$ cat src/rtl/truth_table_sweeper.sv
// truth_table_sweeper: walks every input vector of an N-input combinational
// block in ascending order, samples its single output after a settle delay,
// builds the observed truth table and compares it with an expected table.
module truth_table_sweeper #(
  parameter int N_IN = 3,
  parameter int SETTLE = 2,
  parameter logic [(1<<N_IN)-1:0] EXPECTED = 8'h84
) (
  input  logic                   clk,
  input  logic                   rst_n,
  input  logic                   start,
  output logic [N_IN-1:0]        stim,
  input  logic                   resp,
  output logic                   busy,
  output logic                   done,
  output logic [(1<<N_IN)-1:0]   table_out,
  output logic                   table_valid,
  output logic                   pass
);

  localparam int W = 1 << N_IN;
  localparam logic [7:0] SETTLE_C = 8'(SETTLE);
  localparam logic [N_IN-1:0] STIM_MAX = '1;

  typedef enum logic [1:0] {IDLE, SWEEP, DONE} state_t;

  state_t         state;
  logic [7:0]     cnt;
  logic [W-1:0]   next_table;

  // Table as it will look once the current sample lands; pass is judged on it.
  always_comb begin
    next_table = table_out;
    next_table[stim] = resp;
  end

  // Sweep controller: all outputs are registered here.
  always_ff @(posedge clk or negedge rst_n) begin
    if (!rst_n) begin
      state       <= IDLE;
      stim        <= '0;
      cnt         <= '0;
      table_out   <= '0;
      busy        <= 1'b0;
      done        <= 1'b0;
      table_valid <= 1'b0;
      pass        <= 1'b0;
    end else begin
      case (state)
        IDLE: begin
          done <= 1'b0;
          stim <= '0;
          if (start) begin
            state       <= SWEEP;
            cnt         <= SETTLE_C;
            table_out   <= '0;
            table_valid <= 1'b0;
            pass        <= 1'b0;
            busy        <= 1'b1;
          end
        end
        SWEEP: begin
          if (cnt != 8'd0) begin
            cnt <= cnt - 8'd1;
          end else begin
            table_out <= next_table;
            if (stim != STIM_MAX) begin
              stim <= stim + 1'b1;
              cnt  <= SETTLE_C;
            end else begin
              // Terminal compare exits before stim could wrap.
              state       <= DONE;
              busy        <= 1'b0;
              done        <= 1'b1;
              table_valid <= 1'b1;
              pass        <= (next_table == EXPECTED);
            end
          end
        end
        DONE: begin
          done  <= 1'b0;
          stim  <= '0;
          state <= IDLE;
        end
        default: state <= IDLE;
      endcase
    end
  end

endmodule

$ cat config.mk
export PLATFORM = sky130hd
export DESIGN_NAME = truth_table_sweeper
export DESIGN_NICKNAME = d
export VERILOG_FILES = /design/src/rtl/truth_table_sweeper.sv
export SDC_FILE = /design/constraint.sdc
export NUM_CORES = 1
export LEC_CHECK = 0
export CAP_MARGIN = 10
export CORE_AREA = 10 10 84 86
export DETAILED_ROUTE_END_ITERATION = 6
export DIE_AREA = 0 0 94 96
export SYNTH_ARGS = -nofsm -noshare
export SYNTH_HDL_FRONTEND = slang
export SYNTH_SLANG_ARGS = --single-unit
$ cat constraint.sdc
create_clock -name clk -period 2.68 [get_ports clk]
set_clock_uncertainty 0.2 [all_clocks]
set_input_delay 0.67 -clock clk [delete_from_list [all_inputs] [get_ports clk]]
set_output_delay 0.67 -clock clk [all_outputs]
set_load 0.1 [all_outputs]
After elaboration in Yosys (flattened, before gate mapping)
Index checks and enable logic that the tools add are counted.

Logic and storage cells: 62. Output and inout port bits: 15. Input bits: 4. Register bits: 25.

Reductions and logical operators: 12. Magnitude comparators: 2. Muxes and demuxes: 29. Add/sub/neg operators: 2. Eq/ne operators: 9.

Operators by type and width (number): $mux 8 (5); $pmux 8 s2 (2); $reduce_and 3->1 (5); $mux 1 (9); $bwmux 8 (1); $eq 8x8->1 const B (1); $ne 2x2->1 const B (4); $pmux 1 s2 (4); $reduce_bool 8->1 (1); $sub 8x1->8 const B (1); $mux 2 (3); $mux 3 (2); $ne 3x3->1 const B (2); $pmux 3 s2 (1); $lt 3x4->1 const B (1); $pmux 2 s2 (1); $reduce_and 4->1 (1); $reduce_bool 2->1 (2); $add 3x1->3 const B (1); $demux 1 s3 (1); $ge 3x1->1 const B (1); $eq 2x1->1 const B (1); $eq 2x2->1 const B (1); $logic_not 2->1 (1); other kinds (2) (2).

Depth between registers and ports, before layout
Word-level depth: 9. Gate-level depth with buffers: 7. Mapped depth without buffers: 6.

Least setup slack after synthesis
OpenSTA, ideal clock, no wires.

Kind: register -> register. Start: register stim[0]. End: register pass. Clock period less this slack: 2.567 ns. Data required time: 2.370 ns. Arrival time: 2.257 ns. Cell stages (with the launch flop): 6. Setup slack: 0.113 ns. Library setup time: 0.110 ns. Buffers on the path: 1. Cells stage by stage: dfrtp_1 > buf_2 > or3b_2 > o32a_1 > o32a_1 > o41ai_1.

Cells in the longest elaborated chain, start to end: 9. Elaborated cells between the ends (all ways): 13. Classes of those cells: 2 x order compare; 3 x eq/ne; 6 x mux; 2 x reduce/logical.

RTL lines: from (decl) (line 12) `output logic [N_IN-1:0] stim,`; from (signal assigned) (line 68) `stim <= stim + 1'b1;`; $lt 3x4->1 (not written as such) or $ge 3x1->1 (tied branches) (line 34) `next_table[stim] = resp;`; $logic_and 1x1->1 (not written as such) (line 34); $mux 1 (not written as such) (line 34); $demux 1 s3 (line 34); $bwmux 8 (line 34); $eq 8x8->1 (line 76) `pass <= (next_table == EXPECTED);`; $mux 1 (line 67) `if (stim != STIM_MAX) begin`; $mux 1 (line 63) `if (cnt != 8'd0) begin`; $pmux 1 s2 (line 49) `case (state)`; to (signal assigned) (line 76); to (decl) (line 18) `output logic pass`.

Parallel ways exist; a longest one is shown, timed or not. The select of a mux whose other input is x is not followed. A chain may end at the register's enable or synchronous reset.

Worst setup path after layout
Start: register cnt[3]. End: register table_out[1].

Cells in the longest elaborated chain, start to end: 3.

RTL lines: from (decl) (line 28) `logic [7:0] cnt;`; from (signal assigned) (line 64) `cnt <= cnt - 8'd1;`; $reduce_bool 8->1 (line 63); $ne 2x2->1 (no line); $reduce_and 3->1 (no line); to (signal assigned) (line 66) `table_out <= next_table;`; to (decl) (line 16) `output logic [(1<<N_IN)-1:0] table_out,`.

Every way passes these cells.

==> flow_metrics.env <==
export IMPL_gr_usage_all_layers=0.08844
export IMPL_antenna_found_initial=0
export IMPL_grt_use_met2=0.1492
export IMPL_powerDensity_nw_per_um2=872.9
export IMPL_setup_violations=0
export IMPL_worstMarginPinSlew_ns=0.5782
export IMPL_r2r_cells=4
export IMPL_nNetsFinal=189
export IMPL_cts_buffer_depth=2
export IMPL_grt_pass1_wl_um=6568
export IMPL_hold_buffers=0
export IMPL_syn_area_per_cell_um2=9.446
export IMPL_fillerInstances=578
export IMPL_area_growth_pct=21.18
export IMPL_synth_ff_latch_count=25
export IMPL_final_cell_mix="dfrtp_1, buf_4, inv_1, o21ai_0, nor2_1"
export IMPL_r2r_start="cnt[3]"
export IMPL_cts_root_buf="clkbuf_8"
export IMPL_synth_edf_count=0
export IMPL_hold_viol=0
export IMPL_cts_resized=0
export IMPL_fmax_ghz=0.4474
export IMPL_end_kind="flip-flop"
export IMPL_outcome="finished, final reports clean"
export IMPL_vias=1304
export IMPL_design_area_um2=1854
export IMPL_path_max_fanout=10
export IMPL_via_per_inst=5.175
export IMPL_multi_input_area_um2=808.3
export IMPL_grtUsageMet3=0.02646
export IMPL_first_global_vias=1303
export IMPL_startpoint="cnt[3]"
export IMPL_maxCapViolations=0
export IMPL_port_buffers=18
export IMPL_seq_area_frac_synth=0.4088
export IMPL_htreeDepth=1
export IMPL_io_pins=19
export IMPL_die_y_um=96
export IMPL_die_w_um=94
export IMPL_placementRows=27
export IMPL_critPathArrivalTime_ns=2.21
export IMPL_p_leak_nw=0.7751
export IMPL_use_met1=0.1077
export IMPL_drt_pass1_iter_count=4
export IMPL_synth_distinct_cells=49
export IMPL_maxSlewHeadroom=0.6116
export IMPL_hold_class="flip-flop to flip-flop"
export IMPL_worstHoldStart="done"
export IMPL_rsz0062_at_grt="no"
export IMPL_final_common_cell="dfrtp_1"
export IMPL_regArea_um2=625.6
export IMPL_tns_ns=0
export IMPL_synth_area_leader_cell="dfrtp_1"
export IMPL_synth_nets=170
export IMPL_core_um2=5405
export IMPL_ys_top_cells_by_area="dfrtp_1, ha_1, o21ai_0"
export IMPL_yosysWarnings=0
export IMPL_grt_start_max_net_pins=26
export IMPL_drive_gt1_frac=0.1944
export IMPL_drt_wl_total_um=3737
export IMPL_period_needed_ns=2.235
export IMPL_ff2ff_setup_slack_ns=0.44
export IMPL_maxSlewViolCount=0
export IMPL_dpl_instance_area_um2=1805
export IMPL_clkLatencyLatePin_ns=0.27
export IMPL_grt_busiest_layer="met2"
export IMPL_ant_nets=0
export IMPL_yosysTopAreaCellShare=0.4088
export IMPL_worstPathRequired_ns=2.65
export IMPL_synth_async_reset_ratio=1.000
export IMPL_num_antenna_cells=0
export IMPL_post_route_drc_count=0
export IMPL_irDropWorstVdd_mv=0.4642
export IMPL_clock_sinks=25
export IMPL_initial_core_util=0.2831
export IMPL_gp_congestion=0.7997
export IMPL_drtIter0Drc=89
export IMPL_cts_buffers=3
export IMPL_hpwl_um=2725
export IMPL_wl_per_cell_um=14.83
export IMPL_postCtsSetupBuffers=0
export IMPL_critical_path_class="flip-flop to flip-flop"
export IMPL_cp_start_kind="flip-flop"
export IMPL_grt_ovfl_total=0
export IMPL_dieArea_um2=9024
export IMPL_syn_instance_count=162
export IMPL_finalCritPeriodShare=0.8340
export IMPL_cts_tree="yes"
export IMPL_ys_flop_type="dfrtp_1"
export IMPL_clkTransAtPathRegs_ns=0.10
export IMPL_syn_area_um2=1530
export IMPL_holdPathStages=1
state kept, by name (all words and copies together), names as in the netlist:
register,cells
table_valid,1
busy,1
pass,1
cnt,8
stim,3
table_out,8
state,2
done,1
cell families (layout without fill, tap and decap cells):
family | count (synthesis) | after routing | share of synthesized area
compound gates | 52 | 52 | 0.2502
xor+xnor | 2 | 2 | 0.01145
buf+inv | 23 | 41 | 0.06296
simple gates | 52 | 52 | 0.2077
flops | 25 | 25 | 0.4088
mux | 4 | 4 | 0.02617
fa+ha+maj | 4 | 4 | 0.03271
worst paths after layout:
check,end
max,table_out[1]
min,done
max reg2reg,table_out[1]
min reg2reg,done
max in group asynchronous,cnt[7]
min in group asynchronous,stim[0]
routing by layer:
| metal | share of wire | wire length (µm) |
|---|---|---|
| met2 | 0.47 | 1764 |
| met3 | 0.050 | 186 |
| met1 | 0.47 | 1753 |
| met4 | 0.0088 | 33 |
| met5 | 0 | 0 |
where the power goes:
part	total [W]	switching, W	leakage (nW)	internal, W
combinational	0.000796	0.000507	0.445	0.000290
sequential	0.000590	0.000120	0.308	0.000470
clock	0.000232	0.000127	0.0217	0.000105
total	0.00162	0.000753	0.775	0.000865
final cells by class:
| type | count | share of cell area |
|---|---|---|
| sequential | 25 | 0.3374 |
| clock inverter | 1 | 0.004049 |
| multi-input combinational | 114 | 0.4359 |
| clock buffer | 3 | 0.02227 |
| tap | 72 | 0.04858 |
| timing repair buffer | 26 | 0.1296 |
| inverter | 11 | 0.02227 |
critical path: stages (launching register included):
cell     delay [ns]
dfrtp_1        0.48
nor4_4         0.60
a31oi_2        0.33
a211o_1        0.34
a21o_1         0.17
synth_stat cells (3+ instances only):
master	instances
dfrtp_1	25
o31ai_1	3
o32a_1	3
a31oi_1	6
nand3_1	4
nand2_1	7
ha_1	4
nand2b_1	5
a21o_1	3
nor2b_1	5
inv_1	11
a211oi_1	4
clkbuf_1	8
mux2i_1	4
o21ai_0	10
nor3_1	5
nor2_1	8
o22ai_1	5
stage by stage:
stage          power, W  utilization  cells  setup WS [ns]  hold WS, ns
2_1_floorplan  0.001201            -    162         0.1131       0.1744
3_3_place_gp   0.001390       0.3340    248         0.2778       0.2814
3_5_place_dp   0.001402       0.3340    248         0.2355       0.3104
4_1_cts        0.001639       0.3431    252         0.4335       0.3318
5_1_grt        0.001750       0.3431    252         0.2701       0.3700
6_report       0.001619       0.3431    252         0.4448       0.3171
Power figures use the tool's default switching activity.
